--- src/rtl/fb_port_scheduler.sv ---
// Shares the single-port frame-buffer BRAM between 2x2-scaled VGA readout and a small
// FIFO of drawing writes; writes drain only in cycles the display leaves free.
module fb_port_scheduler #(
    parameter int FB_WIDTH   = 320,
    parameter int FB_HEIGHT  = 240,
    parameter int ADDR_W     = 17,
    parameter int FIFO_DEPTH = 16,
    parameter int RD_LATENCY = 2
) (
    input  logic              clk_in,
    input  logic              rst_n_in,
    input  logic [10:0]       hcount_in,
    input  logic [9:0]        vcount_in,
    input  logic              hsync_in,
    input  logic              vsync_in,
    input  logic              blank_in,
    input  logic              wr_valid_in,
    input  logic [ADDR_W-1:0] wr_addr_in,
    input  logic [7:0]        wr_data_in,
    output logic              wr_ready_out,
    output logic [ADDR_W-1:0] bram_addr_out,
    output logic              bram_we_out,
    output logic [7:0]        bram_din_out,
    input  logic [7:0]        bram_dout_in,
    output logic [7:0]        scaled_pixel_out,
    output logic              hsync_out,
    output logic              vsync_out,
    output logic              blank_out
);
    localparam int                PIPE      = RD_LATENCY + 2;
    localparam int                PTR_W     = $clog2(FIFO_DEPTH);
    localparam logic [PTR_W:0]    DEPTH_CNT = (PTR_W + 1)'(FIFO_DEPTH);
    localparam logic [ADDR_W-1:0] FB_SIZE   = ADDR_W'(FB_WIDTH * FB_HEIGHT);
    localparam logic [ADDR_W-1:0] FB_W_VEC  = ADDR_W'(FB_WIDTH);

    typedef struct packed {
        logic [ADDR_W-1:0] addr;
        logic [7:0]        data;
    } wr_entry_t;

    wr_entry_t         fifo_mem_q [FIFO_DEPTH];
    wr_entry_t         fifo_mem_d [FIFO_DEPTH];
    logic [PTR_W-1:0]  rd_ptr_q, rd_ptr_d;
    logic [PTR_W-1:0]  wr_ptr_q, wr_ptr_d;
    logic [PTR_W:0]    count_q, count_d;

    logic [ADDR_W-1:0] addr_q, addr_d;
    logic              we_q, we_d;
    logic [7:0]        din_q, din_d;
    logic [7:0]        pixel_q, pixel_d;

    logic [PIPE-1:0]   hsync_pipe_q, hsync_pipe_d;
    logic [PIPE-1:0]   vsync_pipe_q, vsync_pipe_d;
    logic [PIPE-1:0]   blank_pipe_q, blank_pipe_d;
    logic [PIPE-2:0]   cap_pipe_q, cap_pipe_d;

    logic              read_slot, fifo_empty, fifo_full, push, pop, head_in_range;
    logic [ADDR_W-1:0] row, col, rd_addr;
    wr_entry_t         head;
    logic              unused_vcount_lsb;

    assign read_slot         = !blank_in && !hcount_in[0];
    assign fifo_empty        = (count_q == '0);
    assign fifo_full         = (count_q == DEPTH_CNT);
    assign push              = wr_valid_in && !fifo_full;
    assign pop               = !read_slot && !fifo_empty;
    assign head              = fifo_mem_q[rd_ptr_q];
    assign head_in_range     = (head.addr < FB_SIZE);
    assign row               = ADDR_W'(vcount_in[9:1]);
    assign col               = ADDR_W'(hcount_in[10:1]);
    assign unused_vcount_lsb = vcount_in[0];

    // Row times frame-buffer width, folded into constant shift-adds over the set bits of FB_WIDTH.
    always_comb begin
        rd_addr = col;
        for (int i = 0; i < ADDR_W; i++) begin
            if (FB_W_VEC[i]) rd_addr = rd_addr + (row << i);
        end
    end

    always_comb begin
        fifo_mem_d = fifo_mem_q;
        rd_ptr_d   = rd_ptr_q;
        wr_ptr_d   = wr_ptr_q;
        count_d    = count_q;
        addr_d     = addr_q;
        we_d       = 1'b0;
        din_d      = din_q;

        // A popped out-of-range entry still consumes its free slot but never reaches the BRAM.
        if (read_slot) begin
            addr_d = rd_addr;
        end else if (pop && head_in_range) begin
            addr_d = head.addr;
            din_d  = head.data;
            we_d   = 1'b1;
        end

        if (pop) rd_ptr_d = rd_ptr_q + 1'b1;
        if (push) begin
            fifo_mem_d[wr_ptr_q] = '{addr: wr_addr_in, data: wr_data_in};
            wr_ptr_d             = wr_ptr_q + 1'b1;
        end

        case ({push, pop})
            2'b10:   count_d = count_q + 1'b1;
            2'b01:   count_d = count_q - 1'b1;
            default: count_d = count_q;
        endcase

        hsync_pipe_d = {hsync_pipe_q[PIPE-2:0], hsync_in};
        vsync_pipe_d = {vsync_pipe_q[PIPE-2:0], vsync_in};
        blank_pipe_d = {blank_pipe_q[PIPE-2:0], blank_in};
        cap_pipe_d   = {cap_pipe_q[PIPE-3:0], read_slot};

        pixel_d = pixel_q;
        if (blank_pipe_q[PIPE-2]) begin
            pixel_d = '0;
        end else if (cap_pipe_q[PIPE-2]) begin
            pixel_d = bram_dout_in;
        end
    end

    always_ff @(posedge clk_in or negedge rst_n_in) begin
        if (!rst_n_in) begin
            for (int i = 0; i < FIFO_DEPTH; i++) fifo_mem_q[i] <= '0;
            rd_ptr_q     <= '0;
            wr_ptr_q     <= '0;
            count_q      <= '0;
            addr_q       <= '0;
            we_q         <= 1'b0;
            din_q        <= '0;
            pixel_q      <= '0;
            hsync_pipe_q <= '1;
            vsync_pipe_q <= '1;
            blank_pipe_q <= '1;
            cap_pipe_q   <= '0;
        end else begin
            fifo_mem_q   <= fifo_mem_d;
            rd_ptr_q     <= rd_ptr_d;
            wr_ptr_q     <= wr_ptr_d;
            count_q      <= count_d;
            addr_q       <= addr_d;
            we_q         <= we_d;
            din_q        <= din_d;
            pixel_q      <= pixel_d;
            hsync_pipe_q <= hsync_pipe_d;
            vsync_pipe_q <= vsync_pipe_d;
            blank_pipe_q <= blank_pipe_d;
            cap_pipe_q   <= cap_pipe_d;
        end
    end

    assign wr_ready_out     = !fifo_full;
    assign bram_addr_out    = addr_q;
    assign bram_we_out      = we_q;
    assign bram_din_out     = din_q;
    assign scaled_pixel_out = pixel_q;
    assign hsync_out        = hsync_pipe_q[PIPE-1];
    assign vsync_out        = vsync_pipe_q[PIPE-1];
    assign blank_out        = blank_pipe_q[PIPE-1];

endmodule

--- config.mk ---
export PLATFORM = sky130hd
export DESIGN_NAME = fb_port_scheduler
export DESIGN_NICKNAME = d
export VERILOG_FILES = /design/src/rtl/fb_port_scheduler.sv
export SDC_FILE = /design/constraint.sdc
export NUM_CORES = 1
export LEC_CHECK = 0
export BUFFER_PORTS_ARGS = -buffer_cell sky130_fd_sc_hd__buf_2
export CORE_MARGIN = 5
export CORE_UTILIZATION = 40
export CTS_BUF_LIST = sky130_fd_sc_hd__clkbuf_16
export DETAILED_ROUTE_END_ITERATION = 10
export GPL_TIMING_DRIVEN = 0
export PLACE_DENSITY = 0.58
export SYNTH_ARGS = -nofsm -noshare
export SYNTH_HDL_FRONTEND = slang
export SYNTH_SLANG_ARGS = --single-unit
--- constraint.sdc ---
create_clock -name clk_in -period 7 [get_ports clk_in]
set_input_delay 0.35 -clock clk_in [delete_from_list [all_inputs] [get_ports clk_in]]
set_output_delay 0.35 -clock clk_in [all_outputs]
set_load 0.01 [all_outputs]
Word level (Yosys, flattened, before mapping)

Cells that the tools add are included.
W data, S select, Z words.

Bitwise gates (word level): 3
Shift-type cells: 0
$mul: 0
Div/mod/pow operators: 0
Reductions and logical operators: 15
Mux-type cells: 13
Add/subtract/negate cells: 6
Eq/ne operators: 3
Order comparisons: 4

Operators with widths:

| kind                   | count |
|---|---|
| $bwmux W400            | 1 |
| $bmux W25 S4           | 1 |
| $demux W25 S4          | 1 |
| $mux W25               | 3 |
| $mux W17               | 2 |
| $add A16 B17 Y17       | 1 |
| $lt A17 B17 Y1 const B | 1 |
| $add A10 B15 Y16       | 1 |
| $mux W8                | 2 |
| $ge A5 B5 Y1 const B   | 2 |
| $not A4 Y5             | 2 |
| $pmux W5 S2            | 1 |
| $add A4 B1 Y4 const B  | 2 |
| $reduce_bool A2 Y1     | 3 |
| $add A5 B1 Y5 const B  | 1 |
| $eq A5 B5 Y1 const B   | 1 |
| $logic_and A1 B1 Y1    | 5 |
| $logic_not A1 Y1       | 5 |
| $logic_not A5 Y1       | 1 |
| $lt A5 B1 Y1 const B   | 1 |
| $sub A5 B1 Y5 const B  | 1 |
| $eq A2 B1 Y1 const B   | 1 |
| $eq A2 B2 Y1 const B   | 1 |
| $mux W1                | 2 |
| other kinds (2)        | 2 |

Memories: 0
Bits of input ports: 60
Memory bits (writable): 0
Word-level logic and storage cells: 87
Memory bits (read-only): 0
Latch bits: 0
Bits in registers: 462
Output and inout port bits: 38

Longest topological paths before layout

Gate-level depths: netlist of run 1.

Depth after elaboration: 8
Mapped depth: 15
Mapped depth without buffers: 13

Worst setup path before layout of run 1

OpenSTA, ideal clock, no wires.

Path type: register to register
Start point: register count_q[1]
End point: register count_q[4]
Data arrival time: 2534 ps
Setup time: 125 ps
Path buffers: 2
Period minus slack after synthesis: 2660 ps
Path slack: 4340 ps
Cell stages (with the launch flop): 16
Data required time: 6875 ps
Cell sequence: dfrtp_1 > nor3_1 > nand3_1 > and2_1 > clkbuf_1 > buf_1 > inv_1 > ha_1 > inv_1 > fa_1 > inv_1 > a21o_1 > a21oi_1 > xnor2_1 > nor2_1 > xor2_1

Longest elaborated chain between the ends: 5
Elaborated cells between the ends (all ways): 12
Those cells by class: add/sub: 2; eq/ne: 3; mux: 1; reduce/logical: 6

RTL lines:

| item                                                     | line | RTL |
|---|---|---|
| from (decl)                                              | 45   | `logic [PTR_W:0] count_q, count_d;` |
| from (signal assigned)                                   | 142  | `count_q <= count_d;` |
| $eq A5 B5 Y1 *                                           | 64   | `assign fifo_full = (count_q == DEPTH_CNT);` |
| $logic_not A1 Y1 *                                       | --   |  |
| net wr_ready_out                                         | 20   | `output logic wr_ready_out,` |
| $logic_and A1 B1 Y1 *                                    | 65   | `assign push = wr_valid_in && !fifo_full;` |
| $eq A2 B1 Y1 / $eq A2 B2 Y1 (equally long branches)      | 105  | `case ({push, pop})` |
| $pmux W5 S2 / $reduce_bool A2 Y1 (equally long branches) | --   |  |

The timed path passes the listed nets; every way through them passes the cells marked *.
A chain may end at the register's enable or synchronous reset.

Worst setup path after layout of run 1

Start point: register count_q[1]
End point: register count_q[4]

Longest elaborated chain between the ends: 5
Elaborated cells between the ends (all ways): 12
Those cells by class: add/sub: 2; eq/ne: 3; mux: 1; reduce/logical: 6

RTL lines:

| item                                                     | line | RTL |
|---|---|---|
| $logic_not A5 Y1 *                                       | 63   | `assign fifo_empty = (count_q == '0);` |
| $logic_not A1 Y1 *                                       | 66   | `assign pop = !read_slot && !fifo_empty;` |
| $logic_and A1 B1 Y1 *                                    | 66   |  |
| net pop                                                  | 57   | `logic read_slot, fifo_empty, fifo_full, push, pop, head_in_range;` |
| $eq A2 B1 Y1 / $eq A2 B2 Y1 (equally long branches)      | 105  |  |
| $pmux W5 S2 / $reduce_bool A2 Y1 (equally long branches) | --   |  |

Marks and branches as above.

==> reports/metrics.csv, run 1 <==
metric;value;unit
io_buffers;96;
post-route-period-util;50.5;%
yosysWarningCount;0;
place_ws;3360;ps
wire_per_inst;23.5;um
postSynthAreaPerCell;15.9;um2
track_usage;18.5;%
syn-num-nets;1405;
core-area;51500;um2
htreeDepth;2;
grt_antenna_before_repair;2;
fin_hold_ws;34.0;ps
dieWidth;239;um
grt_pass1_wl;80500;um
cts_sinks;462;
start_util;40.6;%
io_pins;98;
crit_path_end_kind;flip-flop;
fin_worst_skew;9.76;ps
drc;0;
layout-drive-gt1-share;49.4;%
cts_tree;yes;
seqPwrFrac;38.3;%
leakage;10.7;nW
final_cells;2205;
synth_top_cell_area_share;53.9;%
p_per_area;487;nW/um2
switching_power;0.00370;W
synthTopCellsByCount;dfrtp_1, mux2_2, mux4_2;
rsz0062_at_grt;no;
internal_power;0.00805;W
dp_cells;2096;
clk_latency;590;ps
clockBufferDepth;3;
slew_violations;0;
die_y;239;um
dieArea;57000;um2
synthTopCellsByArea;dfrtp_1, mux2_2, mux4_2, dfstp_2, ha_1;
hold_viol_final;0;
grt_remaining_overflow;0;
numCtsBuffers;50;
yosysUniqueCellTypes;40;
max_cap_viol_count;0;
placed_area;22400;um2
drt_iter0_markers;563;
path_max_fanout;4;
dr.pass1.iters;5;
final_antenna_net_count;0;
syn2layout_area_growth;15.3;%
cts_root_buf;clkbuf_16;
grt_pass1_vias;12934;
ys_ff_latch;462;
syn-cell-area;20900;um2
setup_viol;0;
vias;11993;
pwr-share-clk;21.9;%
diodes;0;
fin_nets;1573;
final.setup.worst_slack;3470;ps
num_rows;83;
synth_edf_count;0;
start_kind;flip-flop;
stdcell_area;24100;um2
p_comb_share;39.8;%
yosysMostFrequentCell;dfrtp_1;
grt_max_degree;117;
fin_util;46.8;%
synthCells;1316;
place_congestion;0.771;
wirelength;51700;um
async_flop_share;100;%
ys_seq_area_share;55.4;%
maxSlewHeadroom;17.3;%
synthFlopType;dfrtp_1;
dp_hpwl;33900;um
sw_frac_of_total;31.5;%
hp-class;in -> reg;
critPathRequiredTime;7460;ps
tightest_slew;1240;ps
ir_drop;0.000207;V
clock.fmax;283;MHz
status;completed;
yosysTopAreaCell;dfrtp_1;
worstSetupPathType;reg -> reg;
clk_pin_slew;60;ps
worst_ep_arrival_time;4000;ps
post-route-min-period;3530;ps
viasPerCell;5.44;
through the flow:
step                      total power [W]  setup TNS, ps
final                              0.0117              0
after global routing               0.0125              0
after CTS                          0.0119              0
after detailed placement          0.00927              0
after global placement            0.00911       -1691890
after floorplan                   0.00789              0
registers in the layout, indices dropped and copies added (netlist names):
signal,count
cap_pipe_q,3
vsync_pipe_q,4
bram_we_out,1
wr_ptr_q,4
bram_addr_out,17
hsync_pipe_q,4
fifo_mem_q,400
bram_din_out,8
count_q,5
scaled_pixel_out,8
blank_pipe_q,4
rd_ptr_q,4
critical path, stage by stage (launching register included):
cell and delay (ps):
dfrtp_1 410, nor3_1 250, nand2_1 90, o21ai_0 930, inv_1 330, ha_1 350
ha_1 340, a21o_1 190, a21oi_1 170, xnor2_1 130, nor2_1 60, xor2_1 150
area by class of cell:
| type | count | area [um2] |
|---|---|---|
| clock buffer | 51 | 1280 |
| fill | 4573 | 27400 |
| timing repair buffer | 116 | 761 |
| sequential | 462 | 11600 |
| inverter | 18 | 67.6 |
| multi-input combinational | 734 | 8770 |
| buffer | 102 | 495 |
| tap | 680 | 851 |
| clock inverter | 42 | 304 |
logic make-up after synthesis:
kind of cell    after synthesis  synth area share, %
compound gates               52                 1.60
xor+xnor                     15                0.628
fa+ha+maj                    29                 1.88
buf+inv                     120                 2.69
flops                       462                 55.4
mux                         553                 36.0
simple gates                 85                 1.88
routing by layer:
metal	track usage [%]	share of wire (%)	vias up	wire length, um
met1	25.4	44	6432	22900
met4	5.32	2.4	4	1240
li1	-	-	5236	-
met3	3.37	4.7	76	2420
met5	0	0.054	-	28
met2	30.4	49	245	25200
power by group through the flow:
stage / Combinational [W] / Sequential [W] / Clock (W)
after floorplan: 0.00351 / 0.00438 / 0
after global placement: 0.00463 / 0.00448 / 0
after detailed placement: 0.00473 / 0.00454 / 0
after CTS: 0.00475 / 0.00450 / 0.00264
after global routing: 0.00506 / 0.00464 / 0.00275
final: 0.00468 / 0.00450 / 0.00257
path summary, 6_finish.rpt:
path | startpoint | endpoint | slack [ps] | depth (start not counted)
min in group asynchronous | rst_n_in | count_q[1] | 350 | 2
max in group asynchronous | rst_n_in | fifo_mem_q[311] | 5170 | 4
min | bram_dout_in[3] | scaled_pixel_out[3] | 30 | 3
max | count_q[1] | count_q[4] | 3470 | 11
max reg2reg | count_q[1] | count_q[4] | 3470 | 11
min reg2reg | cap_pipe_q[0] | cap_pipe_q[1] | 350 | 0
timing repair:
item	in CTS	in global routing
resized for setup	0	0
setup buffers	0	0
endpoints found under the setup margin	0	0
endpoints found under the hold margin	85	0
hold buffers	16	0
cell usage in the layout, fill, tap and decap left out, types with 4 or more instances in the layout:
master and instances:
nor2_1 22, buf_16 4, fa_1 4, clkinv_2 8
nand4_1 7, mux2_2 407, bufinv_16 5, mux4_2 118
o22ai_1 8, a221o_1 6, a21oi_1 9, nand2_1 24
a21o_1 4, nand3_1 14, o21ai_0 10, clkbuf_16 51
clkbuf_1 49, o21ai_1 9, ha_1 25, dfstp_2 12
inv_1 30, dfrtp_1 450, buf_1 5, nor3_1 6
xor2_1 6, buf_2 134, clkinv_1 16, buf_6 6
dlygate4sd3_1 16, xnor2_1 9, mux2i_1 27
Power figures use the tool's default switching activity.
==> run 2, diff against run 1 <==
Settings changed: ABC_AREA set to 1.
Clock period 7 ns to 3.48 ns, I/O delays scaled along.
==> reports/metrics.csv, run 2 <==
metric;value;unit
cp-startpoint;rd_ptr_q[1];
tightest_slew;999;ps
dp_cells;3305;
wirelength;80600;um
setup_viol;0;
fin_hold_ws;23.7;ps
grt_pass1_vias;19032;
max_cap_viol_count;0;
cts_sinks;462;
critPathRequiredTime;4030;ps
io_pins;98;
fin_nets;2803;
grtUsageMet1;37.8;%
die_y;240;um
slew_violations;0;
viasPerCell;5.67;
syn-num-nets;2606;
ys_seq_area_share;54.8;%
use_met3;6.70;%
io_buffers;96;
place_congestion;0.931;
synthTopCellsByArea;dfrtp_1, o21ai_0, nand2_1, nor2_1, nand3_1;
cts_tree;yes;
final_antenna_net_count;0;
met2_usage;42.5;%
status;completed;
async_flop_share;100;%
post-route-period-util;93.7;%
track_usage;27.6;%
r2r-start;rd_ptr_q[1];
max_stage_delay;650;ps
gr-max-usage-layer;met2;
dieArea;57500;um2
hp-class;in -> reg;
fill_cells;5161;
final_common_cell;nand2_1;
clk_latency;620;ps
cp_cell_sequence;buf_2 > inv_2 > buf_2 > clkbuf_1 > o21ai_0 > o22ai_1 > o21ai_0 > o21ai_0 > nand2_1 > nand2_1 > nand2_1 > nand2_1;
synthCells;2517;
maxSlewHeadroom;33.4;%
drc;0;
placed_area;22600;um2
syn-cell-area;21100;um2
grt_pass1_wl;120000;um
stdcell_area;24700;um2
dr.pass1.iters;6;
start_kind;flip-flop;
synth_edf_count;0;
num_rows;84;
grt_antenna_before_repair;2;
dp_hpwl;53500;um
fin_worst_skew;22.4;ps
yosysMostFrequentCell;nand2_1;
largest_reg_flops;400;
post-cts-setup-buffers;0;
core-area;52400;um2
slowest_stage;o21ai_0;
crit_top_cell;nand2_1;
start_util;40.3;%
final_cells;3443;
worstSetupPathType;reg -> reg;
clockBufferDepth;3;
synth_top_cell_area_share;53.3;%
path_max_fanout;10;
clk_pin_slew;60;ps
regMostFlops;fifo_mem_q;
syn2layout_area_growth;17.1;%
final_cell_mix;nand2_1, o21ai_0, dfrtp_1;
wire_per_inst;23.4;um
drt_iter0_markers;2431;
leakage;11.8;nW
ys_ff_latch;462;
numCtsBuffers;51;
yosysWarningCount;0;
hold_viol_final;0;
rsz0062_at_grt;no;
cts_root_buf;clkbuf_16;
vias;19535;
postSynthAreaPerCell;8.40;um2
ir_drop;0.000441;V
post-route-min-period;3260;ps
synthTopCellsByCount;nand2_1, o21ai_0, dfrtp_1;
crit_path_end_kind;flip-flop;
layout-drive-gt1-share;10.3;%
crit_buf_inv;4;
dieWidth;240;um
synthFlopType;dfrtp_1;
yosysUniqueCellTypes;35;
diodes;0;
path_delay_family;compound AO/OA/AOI/OAI gates;
grt_remaining_overflow;0;
htreeDepth;2;
clock.fmax;307;MHz
p_per_area;1010;nW/um2
worst_ep_arrival_time;3810;ps
yosysTopAreaCell;dfrtp_1;
min_from;vcount_in[9];
grt_max_degree;118;
-- run 2: cell types whose count changed in the layout (fill, tap and decap cells not counted), moves of 17 or more --
cell and delta:
buf_2 +27, o21ai_0 +558, nand2_1 +686, mux4_2 -118
dlygate4sd3_1 +28, o221ai_1 +31, clkbuf_1 +69, o211ai_1 +17
inv_1 +82, mux2_2 -407, nand3_1 +91, mux2i_1 -27
o22ai_1 +28, nor2_1 +150
-- run 2: report_power, final --
group / internal, W / total, W / leakage [nW] / switching (W)
Clock: 0.00327 / 0.00557 / 0.870 / 0.00230
Combinational: 0.00326 / 0.0106 / 5.10 / 0.00736
Sequential: 0.00762 / 0.00882 / 5.84 / 0.00120
Total: 0.0141 / 0.0250 / 11.8 / 0.0109
-- run 2: final timing paths --
| check | to | slack (ps) | cells past startpoint |
|---|---|---|---|
| worst min register to register | cap_pipe_q[2] | 350 | 0 |
| min in group asynchronous | bram_addr_out[0] | 100 | 2 |
| worst min-delay path | bram_addr_out[16] | 20 | 6 |
| max in group asynchronous | fifo_mem_q[192] | 1410 | 5 |
| worst max-delay path | bram_addr_out[4] | 220 | 12 |
| worst max register to register | bram_addr_out[4] | 220 | 12 |
-- run 2: cells by family (layout without fill, tap and decap cells) --
group                      after synthesis  in the layout  synth area share, %
DFF                                    462            462                 54.8
buffers and inverters                  310            548                 6.28
AOI/OAI and AO/OA                      692            692                 17.5
and+or+nand+nor                       1012           1012                 19.1
adders and majority gates               29             29                 1.86
xor gates and xnor gates                12             12                0.497
-- run 2: final cells by class --
class	count	area, um2	area share [%]
plain buffers	201	920	3.72
clock buffers	53	1330	5.36
inverters	109	409	1.65
multi-input cells	1745	8230	33.3
repair buffers	144	1040	4.21
flip-flops and latches	462	11600	46.8
well taps	688	861	3.48
clock inverters	41	378	1.53
-- run 2: per-layer routing --
layer,vias to the layer above,share of wire (%),wire (um)
li1,8718,-,-
met1,9578,40,32400
met2,1020,44,35700
met3,215,11,8920
met4,4,4.4,3530
met5,-,0.034,27
-- run 2: tightest hold or removal path, stage by stage --
cell and delay [ps]:
buf_2 110, nand2_1 50, nand2_1 50, o22ai_1 90
nand2_1 80, nand2_1 40
-- run 2: stage by stage --
stage | power (W) | setup TNS (ps) | worst slack, ps | util [%]
floorplan | 0.0150 | 0 | 1160 | -
global placement | 0.0189 | -3266130 | -7220 | 42.9
detailed placement | 0.0191 | 0 | 257 | 43.1
CTS | 0.0248 | 0 | 229 | 47.2
global route | 0.0265 | 0 | 90.6 | 47.2
finish | 0.0250 | 0 | 219 | 47.2
-- run 2: timing repair --
action | in CTS | in global routing
hold buffers | 44 | 0
setup endpoints to repair | 0 | 3
hold endpoints to repair | 222 | 0
gates resized for setup | 0 | 5
